==> src/rtl/tama_cmd_pkg.sv <==
// Shared constants for the UART command decoder: action codes,
// decoder state encoding, ASCII constants and the letter map.
package tama_cmd_pkg;

   localparam logic [2:0] ACT_FEED      = 3'd0;
   localparam logic [2:0] ACT_PLAY      = 3'd1;
   localparam logic [2:0] ACT_CLEAN     = 3'd2;
   localparam logic [2:0] ACT_SLEEP     = 3'd3;
   localparam logic [2:0] ACT_HEAL      = 3'd4;
   localparam logic [2:0] ACT_STATUS    = 3'd5;
   localparam logic [2:0] ACT_PET_RESET = 3'd6;

   typedef enum logic [2:0] {
      ST_IDLE,
      ST_CMD,
      ST_ARG,
      ST_DISCARD,
      ST_ISSUE
   } state_t;

   localparam logic [7:0] CH_CR   = 8'h0D;
   localparam logic [7:0] CH_LF   = 8'h0A;
   localparam logic [7:0] CH_ZERO = 8'h30;

   typedef struct packed {
      logic       ok;
      logic [2:0] code;
   } letter_t;

   // '?' has no case partner, so it is matched before bit 5 is masked.
   function automatic letter_t decode_letter(input logic [7:0] b);
      letter_t    r;
      logic [7:0] up;
      up     = b & 8'hDF;
      r.ok   = 1'b1;
      r.code = ACT_FEED;
      if (b == 8'h3F) begin
         r.code = ACT_STATUS;
      end else begin
         case (up)
            8'h46:   r.code = ACT_FEED;
            8'h50:   r.code = ACT_PLAY;
            8'h43:   r.code = ACT_CLEAN;
            8'h53:   r.code = ACT_SLEEP;
            8'h4D:   r.code = ACT_HEAL;
            8'h52:   r.code = ACT_PET_RESET;
            default: r.ok   = 1'b0;
         endcase
      end
      return r;
   endfunction

   function automatic logic is_term(input logic [7:0] b);
      return (b == CH_CR) || (b == CH_LF);
   endfunction

   function automatic logic is_digit(input logic [7:0] b);
      return (b > CH_ZERO) && (b <= 8'h39);
   endfunction

endpackage

==> src/rtl/uart_byte_strobe.sv <==
// Turns the receiver's held byte into a one-cycle strobe on each
// 0x00 -> nonzero transition. Ports: clk, rst_n, rx_byte in; byte_stb, rx_data out.
module uart_byte_strobe (
   input  logic       clk,
   input  logic       rst_n,
   input  logic [7:0] rx_byte,
   output logic       byte_stb,
   output logic [7:0] rx_data
);

   logic [7:0] prev_q;

   always_ff @(posedge clk or negedge rst_n) begin
      if (!rst_n) prev_q <= 8'h00;
      else        prev_q <= rx_byte;
   end

   assign byte_stb = (rx_byte != 8'h00) && (prev_q == 8'h00);
   assign rx_data  = rx_byte;

endmodule

==> src/rtl/uart_cmd_decoder.sv <==
// Parses "<letter>[1-9]<CR|LF>" lines into held ready/valid action requests.
// Ports: clk, rst_n, rx_byte, is_sleeping, action_ready in;
//   action_valid, action_code, action_amount, cmd_error, err_count, busy out.
// Option: UART_CMD_SLEEP_LOCK_EN limits sleeping pets to S and ? commands.
module uart_cmd_decoder
   import tama_cmd_pkg::*;
#(
   parameter int TIMEOUT_CYCLES = 27000000,
   parameter int ERR_CNT_W      = 8
) (
   input  logic                 clk,
   input  logic                 rst_n,
   input  logic [7:0]           rx_byte,
   input  logic                 is_sleeping,
   output logic                 action_valid,
   input  logic                 action_ready,
   output logic [2:0]           action_code,
   output logic [3:0]           action_amount,
   output logic                 cmd_error,
   output logic [ERR_CNT_W-1:0] err_count,
   output logic                 busy
);

   localparam int TW = (TIMEOUT_CYCLES > 2) ? $clog2(TIMEOUT_CYCLES) : 1;

   logic          stb;
   logic [7:0]    bval;
   state_t        state_q, state_d;
   logic [2:0]    code_q, code_d;
   logic [3:0]    amt_q, amt_d;
   logic [TW-1:0] tcnt_q;
   logic          err_ev;
   logic          err_q;
   logic [ERR_CNT_W-1:0] errs_q;
   logic          active;
   logic          tout;
   logic          term;
   logic          allowed;
   letter_t       dec;

   uart_byte_strobe u_stb (
      .clk      (clk),
      .rst_n    (rst_n),
      .rx_byte  (rx_byte),
      .byte_stb (stb),
      .rx_data  (bval)
   );

   assign dec  = decode_letter(bval);
   assign term = is_term(bval);

`ifdef UART_CMD_SLEEP_LOCK_EN
   assign allowed = !is_sleeping
                  || (dec.code == ACT_SLEEP)
                  || (dec.code == ACT_STATUS);
`else
   logic sleep_unused;
   assign sleep_unused = is_sleeping;
   assign allowed      = 1'b1;
`endif

   assign active = (state_q == ST_CMD)
                || (state_q == ST_ARG)
                || (state_q == ST_DISCARD);
   // A byte on the expiry cycle wins, so tout is masked by stb.
   assign tout = active && !stb
              && (tcnt_q == TW'(TIMEOUT_CYCLES - 1));

   always_comb begin
      state_d = state_q;
      code_d  = code_q;
      amt_d   = amt_q;
      err_ev  = 1'b0;
      case (state_q)
         ST_IDLE: if (stb) begin
            if (dec.ok && allowed) begin
               code_d  = dec.code;
               amt_d   = 4'd1;
               state_d = ST_CMD;
            end else if (!term) begin
               state_d = ST_DISCARD;
            end
         end
         ST_CMD: begin
            if (stb) begin
               if (is_digit(bval)) begin
                  // ASCII '1'..'9' carry the value in the low nibble.
                  amt_d   = bval[3:0];
                  state_d = ST_ARG;
               end else if (term) begin
                  state_d = ST_ISSUE;
               end else begin
                  state_d = ST_DISCARD;
               end
            end else if (tout) begin
               err_ev  = 1'b1;
               state_d = ST_IDLE;
            end
         end
         ST_ARG: begin
            if (stb) begin
               state_d = term ? ST_ISSUE : ST_DISCARD;
            end else if (tout) begin
               err_ev  = 1'b1;
               state_d = ST_IDLE;
            end
         end
         ST_DISCARD: begin
            if (stb) begin
               if (term) begin
                  err_ev  = 1'b1;
                  state_d = ST_IDLE;
               end
            end else if (tout) begin
               err_ev  = 1'b1;
               state_d = ST_IDLE;
            end
         end
         ST_ISSUE: if (action_ready) state_d = ST_IDLE;
         default: state_d = ST_IDLE;
      endcase
   end

   always_ff @(posedge clk or negedge rst_n) begin
      if (!rst_n) begin
         state_q <= ST_IDLE;
         code_q  <= 3'd0;
         amt_q   <= 4'd0;
         err_q   <= 1'b0;
         errs_q  <= '0;
         tcnt_q  <= '0;
      end else begin
         state_q <= state_d;
         code_q  <= code_d;
         amt_q   <= amt_d;
         err_q   <= err_ev;
         if (err_ev && !(&errs_q)) errs_q <= errs_q + 1'b1;
         if (stb || !active) tcnt_q <= '0;
         else                tcnt_q <= tcnt_q + 1'b1;
      end
   end

   assign action_valid  = (state_q == ST_ISSUE);
   assign action_code   = code_q;
   assign action_amount = amt_q;
   assign cmd_error     = err_q;
   assign err_count     = errs_q;
   assign busy          = (state_q != ST_IDLE);

endmodule

==> config.mk <==
export PLATFORM = sky130hd
export DESIGN_NAME = uart_cmd_decoder
export DESIGN_NICKNAME = d
export VERILOG_FILES = /design/src/rtl/tama_cmd_pkg.sv /design/src/rtl/uart_byte_strobe.sv /design/src/rtl/uart_cmd_decoder.sv
export SDC_FILE = /design/constraint.sdc
export NUM_CORES = 1
export LEC_CHECK = 0
export BUFFER_PORTS_ARGS = -buffer_cell sky130_fd_sc_hd__buf_2
export CAP_MARGIN = 20
export CORE_MARGIN = 2
export CORE_UTILIZATION = 58
export DETAILED_ROUTE_END_ITERATION = 10
export GPL_TIMING_DRIVEN = 0
export PLACE_DENSITY = 0.79
export SLEW_MARGIN = 5
export SYNTH_ARGS = -nofsm -noshare
export SYNTH_HDL_FRONTEND = slang
export SYNTH_SLANG_ARGS = --single-unit
==> constraint.sdc <==
create_clock -name clk -period 2.8 [get_ports clk]
set_input_delay 0.28 -clock clk [delete_from_list [all_inputs] [get_ports clk]]
set_output_delay 0.28 -clock clk [all_outputs]
set_load 0.01 [all_outputs]
======== Word-level counts from Yosys, hierarchy flattened ========
Cells that the tools add are included.
W data, S select, Z words.
storage, ports and cells
  logic and storage cells ................. 82
  bits in writable memories ............... 0
  register bits after elaboration ......... 52
  bits in latches ......................... 0
  memories ................................ 0
  output and inout bits ................... 18
  ROM bits ................................ 0
  bits of input ports ..................... 12
operators by class
  multiplexer cells ....................... 27
  div/mod/pow operators ................... 0
  bitwise gates (word level) .............. 0
  multipliers ............................. 0
  order comparisons ....................... 2
  eq/ne operators ......................... 21
  shift-type cells ........................ 0
  add/sub/neg operators ................... 2
  reduce and logical (&&, ||, !) cells .... 23
operators by type and width
  operator                 count
  $eq A7 B6 Y1 const B     6
  $mux W3                  12
  $pmux W3 S5              2
  $add A25 B1 Y25 const B  1
  $eq A25 B25 Y1 const B   1
  $mux W25                 1
  $eq A8 B4 Y1 const B     2
  $mux W4                  4
  $add A8 B1 Y8 const B    1
  $eq A8 B6 Y1 const B     1
  $gt A8 B6 Y1 const B     1
  $le A8 B6 Y1 const B     1
  $logic_not A8 Y1         1
  $pmux W4 S2              1
  $reduce_and A8 Y1        1
  $reduce_bool A8 Y1       1
  $eq A3 B2 Y1 const B     2
  $mux W1                  6
  $ne A2 B2 Y1 const B     3
  $ne A3 B3 Y1 const B     2
  $reduce_or A6 Y1         1
  $logic_and A1 B1 Y1      5
  $reduce_and A5 Y1        1
  $logic_or A1 B1 Y1       4
  11 further kinds         14

======== Depth between registers and ports, before layout ========
Gate-level depths: netlist (run 1).
  word-level depth ........................ 9
  mapped depth ............................ 7
  gate-level depth less buffers ........... 6

======== By module ========
From an unflattened synthesis (run 1), not the netlist that was laid out.
unflattened totals
  cell total of the unflattened synthesis .. 271
  area, all modules ....................... 2,718.9 µm²
modules (own cells, without submodules)
  module            instances  sequential area each (µm²)  cells each  area an instance (µm²)
  uart_cmd_decoder  1          1,101.1                     250         2,423.6
  uart_byte_strobe  1          200.2                       21          295.3

======== Worst setup path before layout (run 1) ========
Ideal clock, no wire load.
  path type ............................... reg-to-reg
  start point ............................. register u_stb.prev_q[5]
  end point ............................... register errs_q[1], in the netlist err_count[1]
  clock period less this slack ............ 2.154 ns
  path buffers ............................ 0
  required time ........................... 2.672 ns
  setup slack ............................. 0.646 ns
  stages on the path, launching flop included .. 7
  library setup time ...................... 0.128 ns
  arrival ................................. 2.026 ns
  path through ............................ dfrtp_1 or4_4 or2_4 nor4_4 a21oi_2 a31oi_2 mux2_1
between the ends
  longest elaborated chain between the ends .. 9
  elaborated cells on any way between the ends .. 10
  those cells by class .................... mux (4); reduce/logical (6)
RTL lines
  what                        line                                                                      source
  from (decl)                 uart_byte_strobe.sv:11                                                    logic [7:0] prev_q;
  from (signal assigned)      uart_byte_strobe.sv:15                                                    else prev_q <= rx_byte;
  $logic_not A8 Y1 *          uart_byte_strobe.sv:18                                                    assign byte_stb = (rx_byte != 8'h00) && (prev_q == 8'h00);
  $logic_and A1 B1 Y1 *       uart_byte_strobe.sv:18
  $logic_not A1 Y1            uart_cmd_decoder.sv:66                                                    assign tout = active && !stb
  $logic_and A1 B1 Y1         uart_cmd_decoder.sv:66
  $logic_and A1 B1 Y1         uart_cmd_decoder.sv:67                                                    && (tcnt_q == TW'(TIMEOUT_CYCLES - 1));
  $mux W1                     uart_cmd_decoder.sv:95, uart_cmd_decoder.sv:103, uart_cmd_decoder.sv:114
  $mux W1 (on tied branches)  uart_cmd_decoder.sv:109, uart_cmd_decoder.sv:101
  $pmux W1 S2 *               uart_cmd_decoder.sv:74                                                    case (state_q)
  $logic_and A1 B1 Y1 *       uart_cmd_decoder.sv:137                                                   if (err_ev && !(&errs_q)) errs_q <= errs_q + 1'b1;
  to (signal assigned)        uart_cmd_decoder.sv:137
  to (decl)                   uart_cmd_decoder.sv:34                                                    logic [ERR_CNT_W-1:0] errs_q;
Every way passes the cells marked *; elsewhere a longest branch is shown, timed or not.
A chain may end at the register's enable or synchronous reset.

======== Worst setup path in the final report (run 1) ========
Same ends and word-level chain as after synthesis.

==> results of run 1 <==
kinds of logic (layout without fill, tap and decap cells):
logic type | Yosys count | after routing | share of synthesized area, %
flip-flops | 52 | 52 | 48.3
AO/OA/AOI/OAI | 35 | 35 | 8.40
multiplexers | 9 | 9 | 3.62
buffers and inverters | 21 | 59 | 4.13
adder cells (fa/ha/maj) | 2 | 2 | 0.928
XOR/XNOR | 26 | 26 | 8.45
AND/OR/NAND/NOR | 125 | 125 | 26.2
power by group through the flow:
stage	logic (mW)	registers (mW)	clock network (mW)
after global routing	0.263	0.876	0.543
after global placement	0.222	0.877	0
after CTS	0.228	0.864	0.524
after floorplan	0.169	0.869	0
final	0.228	0.864	0.512
after detailed placement	0.225	0.879	0
routing by layer:
metal | vias to the layer above | track usage, % | wire length, um
li1 | 1016 | - | -
met1 | 961 | 29.7 | 2320
met2 | 48 | 36.5 | 2580
met3 | 7 | 5.00 | 184
met4 | 0 | 6.92 | 55
met5 | - | 0 | 0
worst max path at each step:
stage                    start      endpoint  slack [ns]  cells past startpoint
2_1_floorplan  u_stb.prev_q[5]  err_count[1]        0.65                      6
3_3_place_gp        rx_byte[3]  err_count[1]        0.38                      8
3_5_place_dp        rx_byte[3]  err_count[1]        0.30                      8
4_1_cts        u_stb.prev_q[5]  err_count[1]        0.48                      6
5_1_grt        u_stb.prev_q[5]  err_count[1]        0.32                      6
6_report       u_stb.prev_q[5]  err_count[1]        0.49                      6
state kept, by name (all words and copies together) (netlist names):
register	cells
err_count	8
u_stb.prev_q	8
tcnt_q	25
state_q	3
cmd_error	1
action_amount	4
action_code	3
synth_stat cells, types with 4 or more instances:
| master | number | share of area, % |
|---|---|---|
| dfrtp_1 | 52 | 48 |
| o21ai_0 | 10 | 1.9 |
| or3_1 | 5 | 1.2 |
| mux2_2 | 5 | 2.1 |
| nor3_1 | 11 | 2.0 |
| clkbuf_1 | 6 | 0.84 |
| and3_1 | 5 | 1.2 |
| nor3b_1 | 5 | 1.4 |
| xor2_1 | 16 | 5.2 |
| inv_1 | 10 | 1.4 |
| and2_1 | 4 | 0.93 |
| nand3_1 | 14 | 2.6 |
| xnor2_1 | 10 | 3.2 |
| a21oi_1 | 9 | 1.7 |
| nor4bb_1 | 4 | 1.5 |
| nand2_1 | 23 | 3.2 |
| nor2_1 | 29 | 4.0 |
per-stage QoR:
step / setup slack (ns) / total power, mW / hold slack [ns]
after detailed placement: 0.298 / 1.10 / 0.416
after global routing: 0.325 / 1.68 / 0.100
after floorplan: 0.646 / 1.04 / -0.0156
after global placement: 0.378 / 1.10 / 0.416
final: 0.492 / 1.60 / 0.102
after CTS: 0.484 / 1.62 / 0.100
area by class of cell:
| type | count | area [um2] |
|---|---|---|
| Clock buffer | 5 | 68.8 |
| Timing Repair Buffer | 30 | 170 |
| Sequential cell | 52 | 1300 |
| Multi-Input combinational cell | 197 | 1280 |
| Clock inverter | 3 | 42.5 |
| Buffer | 11 | 73.8 |
| Fill cell | 333 | 1370 |
| Inverter | 10 | 37.5 |
| Tap cell | 52 | 65.1 |
critical path, delay by kind of cell (launching register included):
kind,cells,cell delay [ns]
AND/OR/NAND/NOR,3,1.16
multiplexers,1,0.34
AO/OA/AOI/OAI,2,0.33
flip-flops,1,0.37
repair_timing:
action | CTS | global route
hold buffers | 0 | 1
hold endpoints to repair | 0 | 11
endpoints found under the setup margin | 0 | 0
==> results_dict.tcl, run 1 <==
set metrics [dict create \
    min_period_ns 2.31 \
    path_class "reg2reg" \
    critPathSlowestCell "or4_4" \
    synth_top_flop_cell "dfrtp_1" \
    rows 24 \
    gp_congestion 0.801 \
    grt_pass1_vias 1996 \
    nets 321 \
    min-delay-start "rx_byte[3]" \
    grt_first_pass_wirelength_um 9110 \
    grt.total_usage_pct 22.3 \
    n_antenna_cell 0 \
    rrSetupSlack_ns 0.49 \
    ant_nets 0 \
    critPathLaunchType "register" \
    critical_path_peak_fanout 5 \
    final-instance-count-excl-fill 360 \
    skew_ns 0.0118 \
    htree_levels 2 \
    synth_area_um2 2700 \
    r2r-end "err_count[1]" \
    area_growth_pct 12.9 \
    power.switching_mw 0.424 \
    fin_tns_setup_ns 0 \
    rsz0062_at_grt "false" \
    clockRootBuffer "clkbuf_8" \
    die-area_um2 5210 \
    mostFrequentLayoutCell "dfrtp_1" \
    drc 0 \
    mostFrequentLayoutCells "52 x dfrtp_1, 30 x buf_2, 29 x nor2_1" \
    synthArstFlopShare_pct 100 \
    overflow 0 \
    utilization_pct 68.9 \
    start_util_pct 61.1 \
    wire_per_inst_um 14.3 \
    hold_end "u_stb.prev_q[3]" \
    final_area_um2 3040 \
    viasPerCell 5.64 \
    synth-seq-area-share_pct 48.3 \
    power_frac_seq_pct 53.9 \
    finalHoldViolations 0 \
    crit_chain "or4_4 > or2_4 > nor4_4 > a21oi_2 > a31oi_2 > mux2_1" \
    p_int_mw 1.18 \
    core_area_um2 4410 \
    cap_violations 0 \
    ys_warn_count 0 \
    hp-class "in2reg" \
    post_cts_resized 0 \
    placed_cells 350 \
    combinationalPowerShare_pct 14.2 \
    dpl-instance-area_um2 2900 \
    clkPwrFrac_pct 31.9 \
    period_share_pct 82.4 \
    max_freq_mhz 433 \
    synth_seq_cells 52 \
    yosysUniqueCellTypes 52 \
    cts_tree "yes" \
    slowest_delay_ns 0.55 \
    drt_iter0_markers 84 \
    worst_pin_slew_ns 0.676 \
    vias 2032 \
    grt_max_degree 53 \
    firstDrtPassIters 4 \
    status "complete, no violations" \
    power_density_nw_per_um2 527 \
    netSwitchingFraction_pct 26.4 \
    synth-edff-count 0 \
    r2r_start "u_stb.prev_q[5]" \
    netlist_instances 270 \
    syn_avg_cell_area_um2 9.98 \
    slew_viol_final 0 \
    worstPathRequired_ns 3.00 \
    clkSinkCount 52 \
    ir_worst_vdd_uv 289 \
    fp.dieH_um 72.2 \
    post_cts_buffers 0 \
    cp.arrival_ns 2.51 \
    synth_nets 284 \
    cts.clk_slew.worst_paths_ns 0.10 \
    drive_gt1_share_pct 19.5 \
    cts_buffer_depth 2 \
    wl_um 5140 \
    clock_latency_ns 0.31 \
    antenna_found_initial 0 \
    setup_violations 0 \
    leakage_nw 1.39 \
    hold_depth 1 \
    io_buffer_count 28 \
    die_x_um 72.2 \
    cts_buffers 5 \
    io_pins 30 \
    reg2regPathDepth 6 \
    cp-end-kind "register" \
    relSlewSlack_pct 54.5 \
    hpwlAfterDp_um 3660 \
]
Note: power is estimated with default switching activity, not from simulation.
==> inputs of run 2 (changes only) <==
--- a/config.mk
+++ b/config.mk
@@ -5,13 +5,14 @@
 export SDC_FILE = /design/constraint.sdc
 export NUM_CORES = 1
 export LEC_CHECK = 0
+export ABC_AREA = 1
 export BUFFER_PORTS_ARGS = -buffer_cell sky130_fd_sc_hd__buf_2
 export CAP_MARGIN = 20
 export CORE_MARGIN = 2
-export CORE_UTILIZATION = 58
+export CORE_UTILIZATION = 59
 export DETAILED_ROUTE_END_ITERATION = 10
 export GPL_TIMING_DRIVEN = 0
-export PLACE_DENSITY = 0.79
+export PLACE_DENSITY = 0.8
 export SLEW_MARGIN = 5
 export SYNTH_ARGS = -nofsm -noshare
 export SYNTH_HDL_FRONTEND = slang
==> constraint.sdc (replaced) <==
create_clock -name clk -period 2.3 [get_ports clk]
set_input_delay 0.23 -clock clk [delete_from_list [all_inputs] [get_ports clk]]
set_output_delay 0.23 -clock clk [all_outputs]
set_load 0.01 [all_outputs]
==> run 2 against run 1 <==
  * Hold slack got worse by 0.043 ns
  * Count of clock-buffer cells in the layout unchanged
  * Critical endpoint is now tcnt_q[22]
  * Flip-flop and latch count unchanged
  * Critical path depth increased by 4
  * Via count increased by 30%
  * Sequential share of layout area decreased by 3.9 points
==> results_dict.tcl, run 2 <==
set metrics [dict create \
    clockRootBuffer "clkbuf_8" \
    path_class "reg2reg" \
    highest_layer "met4" \
    r2r_start "tcnt_q[0]" \
    critPathLaunchType "register" \
    synth_top_area_cell "dfrtp_1" \
    cap_violations 0 \
    cts.clk_slew.worst_paths_ns 0.11 \
    mostFrequentLayoutCell "nand2_1" \
    period_share_pct 81.7 \
    clkSinkCount 52 \
    ir_worst_vdd_uv 401 \
    crit_family "simple AND/OR/NAND/NOR gates" \
    largest_register_ffs 25 \
    skew_ns 0.0131 \
    relSlewSlack_pct 65.2 \
    n_antenna_cell 0 \
    finalHoldViolations 0 \
    cts_buffers 5 \
    synth-edff-count 0 \
    nets 444 \
    start_util_pct 62.2 \
    synth_top_family_by_area "simple AND/OR/NAND/NOR gates" \
    rsz0062_at_grt "false" \
    core_area_um2 4820 \
    setup_violations 0 \
    netlist_instances 393 \
    hpwlAfterDp_um 4790 \
    hp-class "in2reg" \
    synth_nets 407 \
    synth-simple-area-share_pct 36.2 \
    power_density_nw_per_um2 619 \
    vias 2638 \
    top_register "tcnt_q" \
    critPathSlowestCell "dfrtp_1" \
    drt_iter0_markers 109 \
    crit_buf_inv 0 \
    mostFrequentLayoutCells "87 x nand2_1, 52 x dfrtp_1, 49 x nor2_1" \
    worst_pin_slew_ns 0.518 \
    synth_top_area_share_pct 43.4 \
    status "complete, no violations" \
    wire_per_inst_um 12.4 \
    syn_avg_cell_area_um2 7.62 \
    antenna_found_initial 0 \
    synth-seq-area-share_pct 43.4 \
    io_pins 30 \
    grt_pass1_vias 2537 \
    min_period_ns 1.88 \
    wl_met1_um 2860 \
    min-delay-start "rx_byte[5]" \
    critical_path_peak_fanout 5 \
    synth_fa_ha_area_share_pct 0.835 \
    synthXorXnorAreaFrac_pct 2.34 \
    muxShareOfSynthArea_pct 0 \
    clock_latency_ns 0.32 \
    io_buffer_count 28 \
    slowest_delay_ns 0.42 \
    die-area_um2 5660 \
    gp_congestion 0.925 \
    synth_compound_area_share_pct 9.52 \
    drc 0 \
    fill_cells 417 \
    yosysUniqueCellTypes 37 \
    ant_nets 0 \
    die_x_um 75.3 \
    power_mw 2.07 \
    synth_area_um2 3000 \
    post_cts_resized 0 \
    firstDrtPassIters 5 \
    hold_buffers 1 \
    synth.most_common_cell "nand2_1" \
    cp-end-kind "register" \
    synth_seq_cells 52 \
    viasPerCell 5.30 \
    crit_chain "ha_1 > nand3_2 > nor2_4 > nand3_2 > nor2_2 > nand2_1 > nor2_2 > nand3_1 > o21ai_1 > a21oi_1" \
    grt_max_degree 32 \
    post_cts_buffers 0 \
    wl_um 6180 \
    synthArstFlopShare_pct 100 \
    routed-wl-met2_um 2970 \
    worstSetupStartpoint "tcnt_q[0]" \
    ys_top_cells_by_count "87 x nand2_1, 52 x dfrtp_1, 49 x nor2_1" \
    cts_buffer_depth 2 \
    leakage_nw 1.60 \
    synthTopCellsByArea "dfrtp_1 43%, nand2_1 11%, nor2_1 6.1%, inv_1 5.5%, a21oi_1 3.7%" \
    cts_tree "yes" \
    rows 25 \
    worstPathRequired_ns 2.51 \
    slew_viol_final 0 \
    ys_warn_count 0 \
    overflow 0 \
    met3WireLength_um 222 \
    grt.total_usage_pct 24.5 \
    grt_first_pass_wirelength_um 10700 \
    htree_levels 2 \
    fp.dieH_um 75.3 \
    fin_tns_setup_ns 0 \
    drive_gt1_share_pct 19.5 \
    max_freq_mhz 532 \
    cp.arrival_ns 2.09 \
    area_growth_pct 11.7 \
    synth_top_flop_cell "dfrtp_1" \
]
-- run 2: cell types whose count changed in the layout (fill, tap and decap cells not counted), moves of 10 or more --
cell and delta:
inv_1 +34, nor2_1 +20, nand2_1 +64, xor2_1 -10
a21oi_1 +13
-- run 2: cell type report --
type                       count  area (um2)  share of cell area, %
buffer                         3        21.3                  0.636
clock buffer                   5        68.8                   2.06
multi-input combinational    283        1470                   43.8
sequential                    52        1300                   38.9
clock inverter                 3        27.5                  0.823
timing repair buffer          30         170                   5.09
inverter                      55         208                   6.21
tap                           67        83.8                   2.51
-- run 2: kinds of logic after synthesis --
group | after synthesis
DFF | 52
xor gates and xnor gates | 8
buffers and inverters | 58
AOI/OAI and AO/OA | 50
and+or+nand+nor | 223
adders and majority gates | 2
-- run 2: metrics by stage --
stage / hold WS, ns / std cells / setup WS [ns] / instance area (um2) / utilization [%]
2_1_floorplan: -0.0656 / 393 / 0.672 / 3000 / -
3_3_place_gp: 0.376 / 488 / 0.500 / 3220 / 66.8
3_5_place_dp: 0.225 / 489 / 0.459 / 3240 / 67.2
4_1_cts: 0.0498 / 498 / 0.430 / 3350 / 69.5
5_1_grt: 0.0539 / 498 / 0.210 / 3350 / 69.5
6_report: 0.0597 / 498 / 0.421 / 3350 / 69.5
-- run 2: worst paths after layout --
check                           slack, ns         endpoint  cells after the start
worst max-delay path                 0.42       tcnt_q[22]                     10
worst min register to register       0.49   action_code[0]                      2
worst max register to register       0.42       tcnt_q[22]                     10
worst min-delay path                 0.06  u_stb.prev_q[5]                      1
min in group asynchronous            0.41       tcnt_q[22]                      2
max in group asynchronous            1.36       tcnt_q[10]                      3
-- run 2: per-layer routing --
metal | vias to the layer above | GRT usage (%)
met5 | - | 0
met4 | 0 | 11.1
met3 | 14 | 3.88
met2 | 78 | 41.3
met1 | 1204 | 31.1
li1 | 1342 | -
-- run 2: report_power, final --
group	switching [mW]	internal, mW	total (mW)	leakage, nW
clock	0.328	0.224	0.552	0.0463
combinational	0.362	0.160	0.523	0.859
sequential	0.0364	0.960	0.996	0.698
total	0.727	1.34	2.07	1.60
==> inputs of run 3 (changes only) <==
--- a/config.mk
+++ b/config.mk
@@ -5,14 +5,14 @@
 export SDC_FILE = /design/constraint.sdc
 export NUM_CORES = 1
 export LEC_CHECK = 0
-export ABC_AREA = 1
+export ABC_AREA = 0
 export BUFFER_PORTS_ARGS = -buffer_cell sky130_fd_sc_hd__buf_2
 export CAP_MARGIN = 20
 export CORE_MARGIN = 2
-export CORE_UTILIZATION = 59
+export CORE_UTILIZATION = 58
 export DETAILED_ROUTE_END_ITERATION = 10
 export GPL_TIMING_DRIVEN = 0
-export PLACE_DENSITY = 0.8
+export PLACE_DENSITY = 0.79
 export SLEW_MARGIN = 5
 export SYNTH_ARGS = -nofsm -noshare
 export SYNTH_HDL_FRONTEND = slang
==> constraint.sdc (replaced) <==
create_clock -name clk -period 1.93 [get_ports clk]
set_input_delay 0.193 -clock clk [delete_from_list [all_inputs] [get_ports clk]]
set_output_delay 0.193 -clock clk [all_outputs]
set_load 0.01 [all_outputs]
==> run 3 against run 2 <==
  * The run now ends with negative setup slack left
  * Global-route usage fell by 1.8 points
  * Die area shrank 8.0%
  * Flip-flop and latch count stayed put
  * Critical path depth down 4
  * Clock skew fell by 0.0042 ns
  * Non-clock buffer count grew 16
  * Hold slack lost 0.044 ns
  * First-iteration DRC count fell by 25%
  * Final cell count decreased by 26%
  * Sequential power is 27% higher
  * Largest cell class unchanged
==> results_dict.tcl, run 3 (same netlist as run 1, synthesis figures left out) <==
set metrics [dict create \
    ir_worst_vdd_uv 406 \
    min-delay-start "rx_byte[3]" \
    wl_um 5590 \
    rows 24 \
    cts_buffers 5 \
    cts.clk_slew.worst_paths_ns 0.09 \
    clock_latency_ns 0.31 \
    dpl-instance-area_um2 2930 \
    mostFrequentLayoutCells "51 x dfrtp_1, 29 x nor2_1, 29 x buf_2" \
    viasPerCell 5.69 \
    ant_nets 0 \
    path_class "reg2reg" \
    top_register "tcnt_q" \
    fin_hold_ws_ns 0.0158 \
    drc 0 \
    power_mw 2.26 \
    finalHoldViolations 0 \
    grt_pass1_vias 2054 \
    cts_tree "yes" \
    drt_iter0_markers 82 \
    crit_buf_inv 0 \
    relSlewSlack_pct 50.4 \
    vias 2093 \
    die-area_um2 5210 \
    grtUsageMet3_pct 4.44 \
    max_freq_mhz 465 \
    grt_max_degree 33 \
    final_area_um2 3250 \
    status "complete, but fails checks" \
    met2_usage_pct 37.7 \
    min_period_ns 2.15 \
    worstSetupStartpoint "u_stb.prev_q[5]" \
    area_growth_pct 20.4 \
    power_density_nw_per_um2 697 \
    grt_first_pass_wirelength_um 9220 \
    grt.total_usage_pct 22.7 \
    critPathSlowestCell "or4_4" \
    cts_buffer_depth 2 \
    nets 329 \
    top_usage_layer "met2" \
    die_x_um 72.2 \
    period_share_pct 111 \
    overflow 0 \
    start_util_pct 61.1 \
    final-instance-count-excl-fill 368 \
    setup_violations 19 \
    leakage_nw 1.47 \
    wire_per_inst_um 15.2 \
    core_area_um2 4410 \
    slew_viol_final 0 \
    firstDrtPassIters 4 \
    io_pins 30 \
    worst_pin_slew_ns 0.734 \
    r2r_start "u_stb.prev_q[5]" \
    utilization_pct 73.5 \
    n_antenna_cell 0 \
    cp.arrival_ns 2.35 \
    gp_congestion 0.793 \
    crit_family "simple AND/OR/NAND/NOR gates" \
    worstPathRequired_ns 2.13 \
    clkSinkCount 52 \
    crit_chain "or4_4 > or2_4 > nor4_4 > a21oi_2 > a31oi_2 > mux2_1" \
    cap_violations 0 \
    drive_gt1_share_pct 28.2 \
    rsz0062_at_grt "true" \
    hp-class "in2reg" \
    critPathLaunchType "register" \
    critical_path_peak_fanout 3 \
    fin_tns_setup_ns -1.61 \
    largest_register_ffs 25 \
    violations "negative setup slack" \
    hpwlAfterDp_um 3670 \
    placed_cells 351 \
    io_buffer_count 28 \
    place_ws_ns -0.482 \
    antenna_found_initial 0 \
    skew_ns 0.00888 \
    slowest_delay_ns 0.55 \
    cp-end-kind "register" \
    htree_levels 2 \
    fp.dieH_um 72.2 \
    clockRootBuffer "clkbuf_8" \
    gr-usage-met1_pct 30.0 \
    setup_ws_ns -0.220 \
    mostFrequentLayoutCell "dfrtp_1" \
]
run 3: changes by cell type in the layout (fill, tap and decap cells not counted), sizes merged, moves of 9 or more:
cell	previous run	this run
nand2	98	23
nand3	27	15
clkbuf	5	14
xor2	6	16
a21oi	24	10
inv	53	10
buf	32	41
nor3	20	11
nor2	61	29
o21ai	20	10
run 3: power breakdown:
group	leakage [nW]	total [mW]	internal (mW)	switching [mW]
logic	0.756	0.361	0.161	0.199
registers	0.665	1.26	1.18	0.0809
clock network	0.0445	0.641	0.292	0.349
total	1.47	2.26	1.63	0.629
run 3: metal layers:
metal  up-vias  share of wire, %
met4         0               1.7
li1       1031                 -
met2        49                48
met3         9               3.5
met1      1004                46
met5         -                 0
run 3: repair_timing:
action	4_1_cts	5_1_grt
endpoints found under the setup margin	35	40
pin swaps	7	4
endpoints found under the hold margin	20	0
resized for setup	16	16
hold buffers	1	0
buffers inserted	8	2
run 3: area by class of cell:
class	count	area, um2
well taps	52	65.1
multi-input cells	197	1430
clock buffers	7	86.3
clock inverters	1	7.51
repair buffers	40	249
flip-flops and latches	52	1300
fillers	336	1170
inverters	10	37.5
plain buffers	9	68.8
run 3: final timing paths:
| kind | cells after the start | end | slack [ns] |
|---|---|---|---|
| max | 6 | err_count[1] | -0.22 |
| min | 1 | u_stb.prev_q[3] | 0.02 |
| max reg2reg | 6 | err_count[1] | -0.22 |
| min reg2reg | 1 | err_count[5] | 0.51 |
| max in group asynchronous | 3 | tcnt_q[6] | 1.02 |
| min in group asynchronous | 2 | tcnt_q[14] | 0.37 |
run 3: worst register-to-register path, stage by stage (launching register included):
cell and delay, ns:
dfrtp_1 0.37, or4_4 0.55, or2_4 0.30, nor4_4 0.17
a21oi_2 0.09, a31oi_2 0.23, mux2_1 0.34
